**src/rtl/lfu_comparador_if.sv**
```systemverilog
// Request/result bundle for the LFU victim comparator.
// Master drives the request (counters, way-valid bits); slave returns the registered victim choice.
interface lfu_comparador_if #(
  parameter int WIDTH = 4
);
  logic             in_valid;
  logic [3:0]       way_valid;
  logic [WIDTH-1:0] count0;
  logic [WIDTH-1:0] count1;
  logic [WIDTH-1:0] count2;
  logic [WIDTH-1:0] count3;
  logic [1:0]       cache_sel;
  logic [WIDTH-1:0] min_count;
  logic             out_valid;

  modport master (
    output in_valid, way_valid, count0, count1, count2, count3,
    input  cache_sel, min_count, out_valid
  );

  modport slave (
    input  in_valid, way_valid, count0, count1, count2, count3,
    output cache_sel, min_count, out_valid
  );
endinterface

```
**src/rtl/lfu_comparador.sv**
```systemverilog
// LFU victim select for a 4-way set: lowest-index invalid way, else lowest-index minimum counter.
// One-cycle registered latency, one compare per cycle, no backpressure.
module lfu_comparador #(
  parameter int WIDTH = 4
) (
  input  logic           clk,
  input  logic           rst_n,
  lfu_comparador_if.slave bus
);

  logic             lo_sel;
  logic [WIDTH-1:0] lo_min;
  logic             hi_sel;
  logic [WIDTH-1:0] hi_min;
  logic [1:0]       lfu_sel;
  logic [WIDTH-1:0] lfu_min;
  logic             any_invalid;
  logic [1:0]       inv_sel;
  logic [1:0]       nxt_sel;
  logic [WIDTH-1:0] nxt_min;

  logic [1:0]       sel_q;
  logic [WIDTH-1:0] min_q;
  logic             vld_q;

  // Two-level tree; each stage only moves right on a strict win, so ties keep the lower index.
  always_comb begin
    lo_sel = 1'b0;
    lo_min = bus.count0;
    if (bus.count1 < bus.count0) begin
      lo_sel = 1'b1;
      lo_min = bus.count1;
    end

    hi_sel = 1'b0;
    hi_min = bus.count2;
    if (bus.count3 < bus.count2) begin
      hi_sel = 1'b1;
      hi_min = bus.count3;
    end

    lfu_sel = {1'b0, lo_sel};
    lfu_min = lo_min;
    if (hi_min < lo_min) begin
      lfu_sel = {1'b1, hi_sel};
      lfu_min = hi_min;
    end
  end

  assign any_invalid = ~&bus.way_valid;

  always_comb begin
    inv_sel = 2'd3;
    if (!bus.way_valid[0])      inv_sel = 2'd0;
    else if (!bus.way_valid[1]) inv_sel = 2'd1;
    else if (!bus.way_valid[2]) inv_sel = 2'd2;
  end

  assign nxt_sel = any_invalid ? inv_sel : lfu_sel;
  assign nxt_min = any_invalid ? '0 : lfu_min;

  always_ff @(posedge clk or negedge rst_n) begin
    if (!rst_n) begin
      sel_q <= 2'd0;
      min_q <= '0;
      vld_q <= 1'b0;
    end else begin
      vld_q <= bus.in_valid;
      if (bus.in_valid) begin
        sel_q <= nxt_sel;
        min_q <= nxt_min;
      end
    end
  end

  assign bus.cache_sel = sel_q;
  assign bus.min_count = min_q;
  assign bus.out_valid = vld_q;

endmodule

```
**src/flat_wrapper.sv**
```systemverilog
// flat-port wrapper written by rule: the top's interface ports become plain ports
module lfu_comparador_flat 
#(
  parameter int WIDTH = 4
)
  (clk, rst_n, bus_in_valid, bus_way_valid, bus_count0, bus_count1, bus_count2, bus_count3, bus_cache_sel, bus_min_count, bus_out_valid);
  lfu_comparador_if #(.WIDTH(WIDTH)) bus_i ();
  input  logic clk;
  input  logic rst_n;
  input wire logic [$bits(bus_i.in_valid)-1:0] bus_in_valid;
  input wire logic [$bits(bus_i.way_valid)-1:0] bus_way_valid;
  input wire logic [$bits(bus_i.count0)-1:0] bus_count0;
  input wire logic [$bits(bus_i.count1)-1:0] bus_count1;
  input wire logic [$bits(bus_i.count2)-1:0] bus_count2;
  input wire logic [$bits(bus_i.count3)-1:0] bus_count3;
  output wire logic [$bits(bus_i.cache_sel)-1:0] bus_cache_sel;
  output wire logic [$bits(bus_i.min_count)-1:0] bus_min_count;
  output wire logic [$bits(bus_i.out_valid)-1:0] bus_out_valid;
  assign bus_i.in_valid = bus_in_valid;
  assign bus_i.way_valid = bus_way_valid;
  assign bus_i.count0 = bus_count0;
  assign bus_i.count1 = bus_count1;
  assign bus_i.count2 = bus_count2;
  assign bus_i.count3 = bus_count3;
  assign bus_cache_sel = bus_i.cache_sel;
  assign bus_min_count = bus_i.min_count;
  assign bus_out_valid = bus_i.out_valid;
  lfu_comparador #(.WIDTH(WIDTH)) u_core (.clk(clk), .rst_n(rst_n), .bus(bus_i));
endmodule
```
**config.mk**
```make
export PLATFORM = sky130hd
export DESIGN_NAME = lfu_comparador_flat
export DESIGN_NICKNAME = d
export VERILOG_FILES = /design/src/rtl/lfu_comparador_if.sv /design/src/rtl/lfu_comparador.sv /design/src/flat_wrapper.sv
export SDC_FILE = /design/constraint.sdc
export NUM_CORES = 1
export LEC_CHECK = 0
export CORE_UTILIZATION = 30
export CTS_BUF_LIST = sky130_fd_sc_hd__clkbuf_4
export DETAILED_ROUTE_END_ITERATION = 16
export PLACE_DENSITY = 0.57
export SLEW_MARGIN = 20
export SYNTH_ARGS = -nofsm -noshare
export SYNTH_HDL_FRONTEND = slang
export SYNTH_SLANG_ARGS = --single-unit
```
**constraint.sdc**
```tcl
create_clock -name clk -period 1.2 [get_ports clk]
set_clock_uncertainty 0.1 [all_clocks]
set_input_delay 0.18 -clock clk [delete_from_list [all_inputs] [get_ports clk]]
set_output_delay 0.18 -clock clk [all_outputs]
set_load 0.005 [all_outputs]
```
After elaboration in Yosys (flattened, before gate mapping)
Cells that the tools add are included.
{"block": "classes", "mux": 11, "n_lt_le_gt_ge": 3, "reduce_logical": 1}
{"operator": "4-bit two-way mux", "n": 4}
{"operator": "4-bit < comparator", "n": 3}
{"operator": "2-bit two-way mux", "n": 4}
{"operator": "4-bit AND reduction", "n": 1}
{"operator": "1-bit two-way mux", "n": 3}
{"block": "totals", "reg_bits": 7, "in_bits": 23, "word_cells": 18, "out_inout_bits": 7}

Depth between registers and ports, before layout
Gate-level depths: netlist of the first run.
{"block": "logic_depth", "word_depth": 5, "ltp_mapped": 12, "ltp_nobuf": 12}

Worst setup path before layout of the first run
No wires, ideal clock.
{"block": "synth_path", "kind": "input-to-reg", "startpoint": "input port bus_count2[1]", "endpoint": "register u_core.sel_q[0] (netlist: u_core.bus.cache_sel[0])", "arrival_time_ps": 2355, "path_slack_ps": -1381, "path_buffers": 0, "required_time_ps": 974, "cell_stages": 12, "setup_ps": 126, "cell_sequence": "inv_1 ha_1 a2111oi_4 nor3_2 mux2_4 ha_1 a21oi_1 o21ba_2 o21ai_1 o21ai_4 mux2i_1 nand3_1"}
{"block": "synth_via", "elab_chain_len": 5, "word_cells_on_any_way": 6, "cone_classes": "order compare: 2; mux: 4"}
{"item": "start, declared", "line_no": "flat_wrapper.sv:14", "source": "input wire logic [$bits(bus_i.count2)-1:0] bus_count2;"}
{"item": "4-bit < comparator", "line_no": "lfu_comparador.sv:37", "source": "if (bus.count3 < bus.count2) begin"}
{"item": "4-bit two-way mux", "line_no": "lfu_comparador.sv:37"}
{"item": "4-bit < comparator", "line_no": "lfu_comparador.sv:44", "source": "if (hi_min < lo_min) begin"}
{"item": "2-bit two-way mux (*)", "line_no": "lfu_comparador.sv:44"}
{"item": "2-bit two-way mux (*)", "line_no": "lfu_comparador.sv:59", "source": "assign nxt_sel = any_invalid ? inv_sel : lfu_sel;"}
{"item": "end signal, assigned", "line_no": "lfu_comparador.sv:70", "source": "sel_q <= nxt_sel;"}
{"item": "end, declared", "line_no": "lfu_comparador.sv:22", "source": "logic [1:0] sel_q;"}
Mark *: on every way between the ends. The rest lies on a longest branch, timed or not.
A chain may end at the register's enable or synchronous reset.

Worst setup path in the final report of the first run
{"block": "layout_path", "startpoint": "input port bus_count0[1]", "endpoint": "register u_core.min_q[1] (netlist: u_core.bus.min_count[1])"}
{"block": "layout_via", "elab_chain_len": 5}
{"item": "start, declared", "line_no": "flat_wrapper.sv:12", "source": "input wire logic [$bits(bus_i.count0)-1:0] bus_count0;"}
{"item": "4-bit < comparator", "line_no": "lfu_comparador.sv:30", "source": "if (bus.count1 < bus.count0) begin"}
{"item": "4-bit two-way mux (*)", "line_no": "lfu_comparador.sv:30"}
{"item": "4-bit < comparator", "line_no": "lfu_comparador.sv:44"}
{"item": "4-bit two-way mux (*)", "line_no": "lfu_comparador.sv:44"}
{"item": "4-bit two-way mux (*)", "line_no": "lfu_comparador.sv:60", "source": "assign nxt_min = any_invalid ? '0 : lfu_min;"}
{"item": "end signal, assigned", "line_no": "lfu_comparador.sv:71", "source": "min_q <= nxt_min;"}
{"item": "end, declared", "line_no": "lfu_comparador.sv:23", "source": "logic [WIDTH-1:0] min_q;"}
Marked as above.

==> results of run 1 <==
[registers in the layout, summed over array words and instances (netlist names)]
name,flops
u_core.bus.min_count,4
u_core.bus.cache_sel,2
u_core.bus.out_valid,1
[through the flow]
stage          cell area (um2)  instances  hold slack (ns)  utilization (%)
3_5_place_dp              1350        166            0.357             53.7
4_1_cts                   1530        180           0.0894             60.5
5_1_grt                   1570        184            0.103             62.1
3_3_place_gp              1350        166            0.355             53.7
2_1_floorplan              872         87           -0.216                -
6_report                  1570        184           0.0893             62.1
[power groups by stage]
| stage | sequential [mW] | combinational (mW) | clock (mW) |
|---|---|---|---|
| finish | 0.256 | 0.698 | 0.230 |
| global route | 0.258 | 0.758 | 0.259 |
| CTS | 0.256 | 0.648 | 0.240 |
| detailed placement | 0.262 | 0.540 | 0 |
| global placement | 0.262 | 0.525 | 0 |
| floorplan | 0.262 | 0.296 | 0 |
[worst max-delay path by stage]
stage	startpoint	endpoint	slack, ns
after floorplan	bus_count0[1]	u_core.bus.cache_sel[0]	-1.21
after detailed placement	bus_count1[1]	u_core.bus.cache_sel[0]	-1.91
final	bus_count0[1]	u_core.bus.min_count[1]	-1.27
after CTS	bus_count2[1]	u_core.bus.cache_sel[0]	-1.24
after global routing	bus_count1[1]	u_core.bus.cache_sel[0]	-1.39
after global placement	bus_count1[1]	u_core.bus.cache_sel[0]	-1.81
[worst max-delay path, cell delays in order]
cell	delay (ns)
sky130_fd_sc_hd__buf_8	0.10
sky130_fd_sc_hd__inv_4	0.05
sky130_fd_sc_hd__ha_4	0.20
sky130_fd_sc_hd__a2111oi_4	0.41
sky130_fd_sc_hd__nor3_4	0.08
sky130_fd_sc_hd__buf_4	0.15
sky130_fd_sc_hd__mux2i_2	0.25
sky130_fd_sc_hd__ha_1	0.21
sky130_fd_sc_hd__a21oi_2	0.06
sky130_fd_sc_hd__o21ba_4	0.23
sky130_fd_sc_hd__o21ai_2	0.09
sky130_fd_sc_hd__o21ai_4	0.10
sky130_fd_sc_hd__buf_6	0.14
sky130_fd_sc_hd__o311ai_2	0.25
[metal layers]
layer | vias to the layer above | part of all wire [%] | GRT usage, %
li1 | 452 | - | -
met1 | 406 | 41 | 18.4
met2 | 16 | 56 | 32.1
met3 | 0 | 3.2 | 1.13
met4 | 0 | 0 | 8.33
met5 | - | 0 | 0
[repair_timing]
item	CTS	global route
resized for setup	56	29
setup endpoints to repair	13	11
pin swaps	13	13
cloned	0	0
buffers inserted	10	4
[cell usage in the layout, fill, tap and decap left out, types with 3 or more instances in the layout]
| cell | instances |
|---|---|
| sky130_fd_sc_hd__nand2_1 | 4 |
| sky130_fd_sc_hd__buf_4 | 32 |
| sky130_fd_sc_hd__nand2b_1 | 3 |
| sky130_fd_sc_hd__clkdlybuf4s50_1 | 6 |
| sky130_fd_sc_hd__inv_1 | 5 |
| sky130_fd_sc_hd__dlygate4sd2_1 | 7 |
| sky130_fd_sc_hd__ha_1 | 5 |
| sky130_fd_sc_hd__nor2_1 | 3 |
| sky130_fd_sc_hd__clkdlybuf4s15_1 | 5 |
| sky130_fd_sc_hd__dfrtp_1 | 7 |
| sky130_fd_sc_hd__clkbuf_4 | 4 |
| sky130_fd_sc_hd__o21ai_0 | 4 |
| sky130_fd_sc_hd__inv_2 | 4 |
| sky130_fd_sc_hd__nand3_1 | 4 |
| sky130_fd_sc_hd__clkbuf_2 | 7 |
| sky130_fd_sc_hd__buf_6 | 4 |
| sky130_fd_sc_hd__ha_4 | 7 |
[cells by family (layout without fill, tap and decap cells)]
logic type	after synthesis	in the layout	synth area share (%)
buffers and inverters	12	79	5.57
AND/OR/NAND/NOR	29	29	21.8
flip-flops	7	7	21.7
adder cells (fa/ha/maj)	12	12	18.6
AO/OA/AOI/OAI	22	22	24.9
multiplexers	5	5	7.43
[area by class of cell]
type,instances,area share [%]
well taps,30,2.40
repair buffers,64,33.0
inverters,11,2.96
flip-flops and latches,7,11.2
multi-input cells,68,48.5
clock buffers,4,1.92
==> flow_metrics.env, run 1 <==
export IMPL_dominantRegCellSynth="sky130_fd_sc_hd__dfrtp_1"
export IMPL_start_util_pct=32.0
export IMPL_routed_wire_length_mm=2.28
export IMPL_antenna_cells=0
export IMPL_netSwitchingFraction_pct=32.0
export IMPL_synth_seq_area_share_pct=21.7
export IMPL_synth_area_leaders="sky130_fd_sc_hd__dfrtp_1, sky130_fd_sc_hd__ha_1, sky130_fd_sc_hd__a2111oi_4, sky130_fd_sc_hd__inv_1, sky130_fd_sc_hd__mux2i_1"
export IMPL_avgSynthCellArea_um2=9.29
export IMPL_finalHoldViolations=0
export IMPL_logic_gate_share_of_total_power_pct=59.0
export IMPL_synth_enable_flop_cells=0
export IMPL_design_core_area_um2=2520
export IMPL_global_route_usage_over_all_layers_pct=16.9
export IMPL_synth_top_cell_area_share_pct=21.7
export IMPL_via_count_of_the_first_global_routing_pass=917
export IMPL_report_final_setup_viol=5
export IMPL_filler_cell_count=231
export IMPL_antenna_violations_before_repair=0
export IMPL_grt_setup_unrepaired="true"
export IMPL_gp_congestion=0.769
export IMPL_ff2ff_setup_slack_ns=-0.07
export IMPL_wire_length_of_the_first_global_routing_pass_mm=3.55
export IMPL_die_width_um=53.9
export IMPL_tightestPinTransition_ns=0.467
export IMPL_cts_root_to_sink_buffers=2
export IMPL_r2r_cells=5
export IMPL_cts_hold_buffers_added=0
export IMPL_floorplan_io_pins=30
export IMPL_viasPerCell=4.75
export IMPL_htree_depth=1
export IMPL_p_int_uw=804
export IMPL_chipHeight_um=53.9
export IMPL_cts_sinks=7
export IMPL_routedWlPerCell_um=12.4
export IMPL_cts_inserted_buffers=3
export IMPL_power_net_switching_uw=379
export IMPL_postSynthNetCount=122
export IMPL_synthesis_yosys_warnings=0
export IMPL_cts_root_buf="sky130_fd_sc_hd__clkbuf_4"
export IMPL_pleak_nw=0.715
export IMPL_place_ws_ns=-1.91
export IMPL_seq_power_share_pct=21.6
export IMPL_tritoncts="built"
export IMPL_async_flop_share_pct=100
export IMPL_port_buffers=29
export IMPL_synth_top_cell_by_area="sky130_fd_sc_hd__dfrtp_1"
export IMPL_overall_power_mw=1.18
export IMPL_detail_route_first_pass_iterations=4
export IMPL_reg_to_reg_critical_path_startpoint="u_core.bus.cache_sel[0]"
export IMPL_post_route_cells_drive_above_1_share_pct=57.8
export IMPL_setup_worst_path_end_class="flip-flop"
export IMPL_totalNegativeSetupSlack_ns=-6.20
export IMPL_failed_checks="negative setup slack"
export IMPL_status="finished with violations"
export IMPL_report_final_slew_viol_count=0
export IMPL_synthesized_area_um2=808
export IMPL_synth_cell_types=30
export IMPL_grt_max_degree=10
export IMPL_via_count=874
export IMPL_slew_headroom_pct=68.7
export IMPL_num_nets_final=190
export IMPL_finalWorstPathRequiredPeriod_ns=2.47
export IMPL_setup_ws_ns=-1.27
export IMPL_flow_area_growth_from_synthesis_pct=93.7
export IMPL_critical_path_required_ns=1.25
export IMPL_dp_final_hpwl_mm=1.67
export IMPL_path_clk_slew_ns=0.05
export IMPL_ff_latch_area_um2=175
export IMPL_postSynthRegisterBits=7
export IMPL_final_min_period_over_clock_period_pct=206
export IMPL_cp_start_kind="input port"
export IMPL_worst_case_vdd_ir_drop_v=0.000549
export IMPL_worst_ep_arrival_time_ns=2.51
export IMPL_syn_instance_count=87
export IMPL_worstSetupPathType="input port to flip-flop"
export IMPL_cp_max_fo=4
export IMPL_timing_fmax_mhz=406
export IMPL_drc=0
export IMPL_synth_common_cells="sky130_fd_sc_hd__ha_1, sky130_fd_sc_hd__inv_1, sky130_fd_sc_hd__dfrtp_1, sky130_fd_sc_hd__nand3_1, sky130_fd_sc_hd__o21ai_0"
export IMPL_clkLatencyLatePin_ns=0.24
export IMPL_row_count=18
export IMPL_clkPwrFrac_pct=19.4
export IMPL_multiInputGateArea_um2=759
export IMPL_r2r_end="u_core.bus.cache_sel[0]"
export IMPL_yosysMostFrequentCell="sky130_fd_sc_hd__ha_1"
export IMPL_hold_path_class="input port to async pin"
export IMPL_maxCapViolations=0
export IMPL_final_antenna_net_count=0
export IMPL_pwr_density_cell_nw_per_um2=756
export IMPL_grt_ovfl_total=0
export IMPL_drt_iter0_markers=10
export IMPL_die_area_um2=2910
Note: power is estimated with default switching activity, not from simulation.
==> run 2: changes to the inputs <==
Settings changed: CORE_MARGIN from default to 2.
==> run 2 against run 1 <==
The flow still finishes with violations (negative setup slack). Register-to-register slack better by 0.05 ns. Critical path type unchanged. Critical endpoint is now u_core.bus.cache_sel[0]. Sequential power about the same. Wire length down 8.4%.
==> flow_metrics.env, run 2 (synthesis results as in run 1) <==
export IMPL_gp_congestion=0.770
export IMPL_hold_path_class="input port to async pin"
export IMPL_critical_path_n_buffers_inverters=1
export IMPL_final_min_period_over_clock_period_pct=203
export IMPL_chipHeight_um=55.9
export IMPL_cpPeakStageDelay_ns=0.35
export IMPL_finalWorstPathRequiredPeriod_ns=2.43
export IMPL_critical_path_required_ns=1.23
export IMPL_worstSetupPathType="input port to flip-flop"
export IMPL_port_buffers=29
export IMPL_seq_power_share_pct=22.0
export IMPL_r2r_end="u_core.bus.cache_sel[0]"
export IMPL_dp_final_hpwl_mm=1.64
export IMPL_floorplan_io_pins=30
export IMPL_antenna_cells=0
export IMPL_grt_max_degree=10
export IMPL_final_antenna_net_count=0
export IMPL_final_cell_mix="sky130_fd_sc_hd__buf_4, sky130_fd_sc_hd__dlygate4sd2_1, sky130_fd_sc_hd__clkbuf_2, sky130_fd_sc_hd__ha_4, sky130_fd_sc_hd__dfrtp_1"
export IMPL_num_nets_final=186
export IMPL_power_net_switching_uw=382
export IMPL_netSwitchingFraction_pct=32.8
export IMPL_start_util_pct=32.0
export IMPL_cts_root_buf="sky130_fd_sc_hd__clkbuf_4"
export IMPL_failed_checks="negative setup slack"
export IMPL_cp_start_kind="input port"
export IMPL_placed_cells=167
export IMPL_slew_headroom_pct=70.4
export IMPL_reg_to_reg_critical_path_startpoint="u_core.bus.cache_sel[0]"
export IMPL_cts_sinks=7
export IMPL_routedWlPerCell_um=11.6
export IMPL_viasPerCell=4.80
export IMPL_tightestPinTransition_ns=0.442
export IMPL_logic_gate_share_of_total_power_pct=57.8
export IMPL_pleak_nw=0.718
export IMPL_grt_ovfl_total=0
export IMPL_drc=0
export IMPL_clkPwrFrac_pct=20.2
export IMPL_r2r_cells=5
export IMPL_report_final_slew_viol_count=0
export IMPL_die_area_um2=3130
export IMPL_fin_cells=180
export IMPL_cts_hold_buffers_added=0
export IMPL_layout_cells_most_common="sky130_fd_sc_hd__buf_4"
export IMPL_row_count=18
export IMPL_design_core_area_um2=2520
export IMPL_timing_fmax_mhz=411
export IMPL_flow_area_growth_from_synthesis_pct=92.1
export IMPL_critical_path_slowest_cell="sky130_fd_sc_hd__mux2i_4"
export IMPL_worst_ep_arrival_time_ns=2.46
export IMPL_worst_case_vdd_ir_drop_v=0.000566
export IMPL_report_final_setup_viol=5
export IMPL_grt_setup_unrepaired="true"
export IMPL_antenna_violations_before_repair=0
export IMPL_cts_root_to_sink_buffers=2
export IMPL_global_route_usage_over_all_layers_pct=13.7
export IMPL_p_int_uw=782
export IMPL_setup_worst_path_end_class="flip-flop"
export IMPL_detail_route_first_pass_iterations=3
export IMPL_clkLatencyLatePin_ns=0.25
export IMPL_largest_register_ff_count=4
export IMPL_status="finished with violations"
export IMPL_via_count_of_the_first_global_routing_pass=826
export IMPL_tritoncts="built"
export IMPL_path_delay_family="compound AO/OA/AOI/OAI gates"
export IMPL_path_clk_slew_ns=0.05
export IMPL_overall_power_mw=1.16
export IMPL_htree_depth=1
export IMPL_via_count=864
export IMPL_critical_path_cell_by_cell="buf_4, ha_4, a2111oi_4, nor3_4, mux2i_4, ha_4, a21oi_2, o21ba_4, o21ai_4, o21ai_4, mux2i_1, nand3_1"
export IMPL_setup_ws_ns=-1.23
export IMPL_pwr_density_cell_nw_per_um2=749
export IMPL_holdWs_ns=0.0876
export IMPL_drt_iter0_markers=7
export IMPL_maxCapViolations=0
export IMPL_routed_wire_length_mm=2.09
export IMPL_cts_inserted_buffers=3
export IMPL_ff2ff_setup_slack_ns=-0.02
export IMPL_cp_max_fo=4
export IMPL_post_route_cells_drive_above_1_share_pct=57.3
export IMPL_die_width_um=55.9
export IMPL_finalHoldViolations=0
export IMPL_wire_length_of_the_first_global_routing_pass_mm=3.48
-- run 2: worst max path at each step --
stage	startpoint	endpoint	slack, ns	depth (start not counted)
after floorplan	bus_count0[1]	u_core.bus.cache_sel[0]	-1.21	12
after global placement	bus_count0[1]	u_core.bus.cache_sel[0]	-1.81	13
after detailed placement	bus_count1[1]	u_core.bus.cache_sel[0]	-1.87	12
after CTS	bus_count2[1]	u_core.bus.cache_sel[0]	-1.24	13
after global routing	bus_count1[1]	u_core.bus.cache_sel[0]	-1.35	12
final	bus_count1[1]	u_core.bus.cache_sel[0]	-1.23	12
-- run 2: stage by stage --
step	instance area, um2	util (%)	setup WS (ns)	setup TNS [ns]
2_1_floorplan	872	-	-1.21	-5.77
3_3_place_gp	1360	54.0	-1.81	-9.20
3_5_place_dp	1360	54.0	-1.87	-9.48
4_1_cts	1500	59.4	-1.24	-5.83
5_1_grt	1550	61.6	-1.35	-6.37
6_report	1550	61.6	-1.23	-5.86
-- run 2: area by class of cell --
class                   instances  area (um2)
clock buffers                   4        30.0
multi-input cells              68         787
inverters                      11        46.3
flip-flops and latches          7         175
repair buffers                 60         477
well taps                      30        37.5
fillers                       241         970
-- run 2: timing repair --
item,4_1_cts,5_1_grt
hold endpoints to repair,0,0
gates resized for setup,55,33
setup endpoints to repair,13,9
setup buffers,5,4
pin swaps,13,14
-- run 2: metal layers --
metal  vias up  share of wire [%]  track usage, %
li1        444                  -               -
met5         -                  0               0
met4         0               0.34            4.08
met1       401                 41            15.3
met3         2                3.6            2.09
met2        17                 55            26.4
-- run 2: worst reg2reg max path: stages, from the launching register on --
cell                       delay (ns)
sky130_fd_sc_hd__dfrtp_1         0.38
sky130_fd_sc_hd__buf_4           0.14
sky130_fd_sc_hd__o211ai_1        0.20
sky130_fd_sc_hd__nor3_1          0.07
sky130_fd_sc_hd__mux2i_1         0.13
sky130_fd_sc_hd__nand3_1         0.08
-- run 2: power by group through the flow --
stage               clock network [mW]  logic (mW)  registers (mW)
floorplan                            0       0.296           0.262
global placement                     0       0.527           0.261
detailed placement                   0       0.539           0.262
CTS                              0.237       0.617           0.256
global route                     0.257       0.724           0.257
finish                           0.235       0.673           0.256
==> run 3: changes to the inputs <==
Settings changed: CELL_PAD_IN_SITES_DETAIL_PLACEMENT from default to 1, CELL_PAD_IN_SITES_GLOBAL_PLACEMENT from default to 1, PLACE_DENSITY 0.57 to 0.74.
==> run 3 against run 2 <==
The run still ends with negative setup slack left. Count of clock-buffer cells in the layout unchanged. Cell count increased by 3.9%. Critical endpoint unchanged. Via count increased by 9.4%. Sequential power about the same. Critical path type unchanged. Wire length increased by 65%. Sequential cell count unchanged. Combinational power increased by 23%.
==> flow_metrics.env, run 3 (synthesis results as in run 1) <==
export IMPL_status="finished with violations"
export IMPL_failed_checks="negative setup slack"
export IMPL_design_core_area_um2=2520
export IMPL_via_count=945
export IMPL_cts_hold_buffers_added=0
export IMPL_critical_path_n_buffers_inverters=1
export IMPL_routedWlPerCell_um=18.4
export IMPL_worst_case_vdd_ir_drop_v=0.000573
export IMPL_finalWorstPathRequiredPeriod_ns=2.56
export IMPL_timing_fmax_mhz=390
export IMPL_finish_instance_area_um2=1660
export IMPL_grt_ovfl_total=0
export IMPL_critical_path_cell_by_cell="buf_8, ha_4, a2111oi_4, nor3_4, mux2i_2, ha_4, a21oi_2, o21ba_4, o21ai_4, o21ai_4, mux2i_1, nand3_1"
export IMPL_power_net_switching_uw=461
export IMPL_p_int_uw=862
export IMPL_logic_gate_share_of_total_power_pct=62.5
export IMPL_maxCapViolations=0
export IMPL_port_buffers=29
export IMPL_die_area_um2=3130
export IMPL_cp_max_fo=3
export IMPL_finalHoldViolations=0
export IMPL_seq_power_share_pct=19.4
export IMPL_largest_register_ff_count=4
export IMPL_report_final_slew_viol_count=0
export IMPL_num_nets_final=193
export IMPL_hold_path_class="input port to async pin"
export IMPL_grt_most_used_layer="met2"
export IMPL_chipHeight_um=55.9
export IMPL_final_cell_mix="sky130_fd_sc_hd__buf_4, sky130_fd_sc_hd__ha_4, sky130_fd_sc_hd__dlygate4sd2_1, sky130_fd_sc_hd__dfrtp_1"
export IMPL_routed_wire_length_mm=3.44
export IMPL_cpPeakStageDelay_ns=0.43
export IMPL_pleak_nw=0.748
export IMPL_grt_util_met1_pct=22.7
export IMPL_critical_path_slowest_cell="sky130_fd_sc_hd__a2111oi_4"
export IMPL_row_count=18
export IMPL_floorplan_io_pins=30
export IMPL_tritoncts="built"
export IMPL_cp_start_kind="input port"
export IMPL_slew_headroom_pct=69.2
export IMPL_cts_sinks=7
export IMPL_wire_length_of_the_first_global_routing_pass_mm=5.10
export IMPL_drt_iter0_markers=14
export IMPL_cts_inserted_buffers=3
export IMPL_overall_power_mw=1.32
export IMPL_antenna_cells=0
export IMPL_path_clk_slew_ns=0.06
export IMPL_die_width_um=55.9
export IMPL_tightestPinTransition_ns=0.459
export IMPL_use_met3_pct=2.56
export IMPL_start_util_pct=32.0
export IMPL_htree_depth=1
export IMPL_worst_ep_arrival_time_ns=2.58
export IMPL_report_final_setup_viol=5
export IMPL_cts_root_to_sink_buffers=2
export IMPL_clkLatencyLatePin_ns=0.25
export IMPL_cts_root_buf="sky130_fd_sc_hd__clkbuf_4"
export IMPL_path_delay_family="compound AO/OA/AOI/OAI gates"
export IMPL_gp_congestion=0.781
export IMPL_antenna_violations_before_repair=0
export IMPL_global_route_usage_over_all_layers_pct=21.0
export IMPL_critical_path_required_ns=1.22
export IMPL_clkPwrFrac_pct=18.1
export IMPL_drc=0
export IMPL_layout_cells_most_common="sky130_fd_sc_hd__buf_4"
export IMPL_via_count_of_the_first_global_routing_pass=1037
export IMPL_setup_ws_ns=-1.36
export IMPL_final_antenna_net_count=0
export IMPL_totalNegativeSetupSlack_ns=-6.68
export IMPL_worstSetupPathType="input port to flip-flop"
export IMPL_post_route_cells_drive_above_1_share_pct=62.4
export IMPL_dpl_instance_area_um2=1360
export IMPL_flow_area_growth_from_synthesis_pct=105
export IMPL_netSwitchingFraction_pct=34.8
export IMPL_dp_final_hpwl_mm=2.06
export IMPL_final_min_period_over_clock_period_pct=214
export IMPL_detail_route_first_pass_iterations=4
export IMPL_grt_max_degree=10
export IMPL_grt_setup_unrepaired="true"
export IMPL_pwr_density_cell_nw_per_um2=799
export IMPL_setup_worst_path_end_class="flip-flop"
export IMPL_gr_usage_met2_pct=42.3
export IMPL_viasPerCell=5.05
==> run 3: cell types whose count changed in the layout (fill, tap and decap cells not counted), moves of 2 or more <==
cell / before / now
sky130_fd_sc_hd__clkbuf_2: 8 / 4
sky130_fd_sc_hd__buf_2: 0 / 6
sky130_fd_sc_hd__buf_6: 2 / 6
sky130_fd_sc_hd__nand3_1: 5 / 3
sky130_fd_sc_hd__dlygate4sd2_1: 9 / 7
sky130_fd_sc_hd__nor3_4: 2 / 4
sky130_fd_sc_hd__nor3_2: 2 / 0
==> run 3: layout make-up <==
cell class | instances | area (um2)
inverter | 11 | 46.3
tap | 30 | 37.5
fill | 275 | 867
multi-input combinational | 68 | 820
timing repair buffer | 67 | 547
clock buffer | 4 | 30.0
sequential | 7 | 175
==> run 3: power by group through the flow <==
stage | combinational, mW | clock (mW) | sequential, mW
after global placement | 0.523 | 0 | 0.261
after global routing | 0.881 | 0.253 | 0.258
after CTS | 0.741 | 0.238 | 0.256
after detailed placement | 0.549 | 0 | 0.263
final | 0.828 | 0.240 | 0.256
after floorplan | 0.296 | 0 | 0.262
==> run 3: path summary, 6_finish.rpt <==
check                                              from                       to  slack (ns)  cells after the start
worst max-delay path                      bus_count1[1]  u_core.bus.cache_sel[0]       -1.36                     12
worst min-delay path                              rst_n  u_core.bus.min_count[2]         0.1                      1
worst max register to register  u_core.bus.cache_sel[0]  u_core.bus.cache_sel[0]       -0.12                      5
worst min register to register  u_core.bus.min_count[3]  u_core.bus.min_count[3]        0.46                      2
max in group asynchronous                         rst_n  u_core.bus.cache_sel[1]        0.65                      1
min in group clk                          bus_count2[1]  u_core.bus.min_count[1]        0.27                      4
==> run 3: repair_timing <==
action	CTS	global route
setup endpoints to repair	13	9
endpoints found under the hold margin	0	0
setup buffers	11	6
gates resized for setup	90	19
pin swaps	18	13
==> run 3: through the flow <==
stage               hold slack (ns)  cells  utilization (%)  setup slack [ns]
CTS                           0.105    181             62.6             -1.24
detailed placement            0.367    167             54.0             -1.93
global route                  0.120    187             65.6             -1.44
global placement              0.354    167             54.0             -1.81
floorplan                    -0.216     87                -             -1.21
finish                       0.0961    187             65.6             -1.36
==> run 3: worst reg2reg max path, delay by kind of cell (launching register included) <==
kind / cells / cell delay, ns
AND/OR/NAND/NOR: 2 / 0.19
buffers and inverters: 1 / 0.14
AO/OA/AOI/OAI: 1 / 0.25
flip-flops: 1 / 0.38
multiplexers: 1 / 0.14
==> run 3: routing by layer <==
| metal | share of wire (%) | up-vias |
|---|---|---|
| li1 | - | 453 |
| met1 | 40 | 470 |
| met2 | 57 | 20 |
| met3 | 2.3 | 2 |
| met4 | 0.76 | 0 |
| met5 | 0 | - |
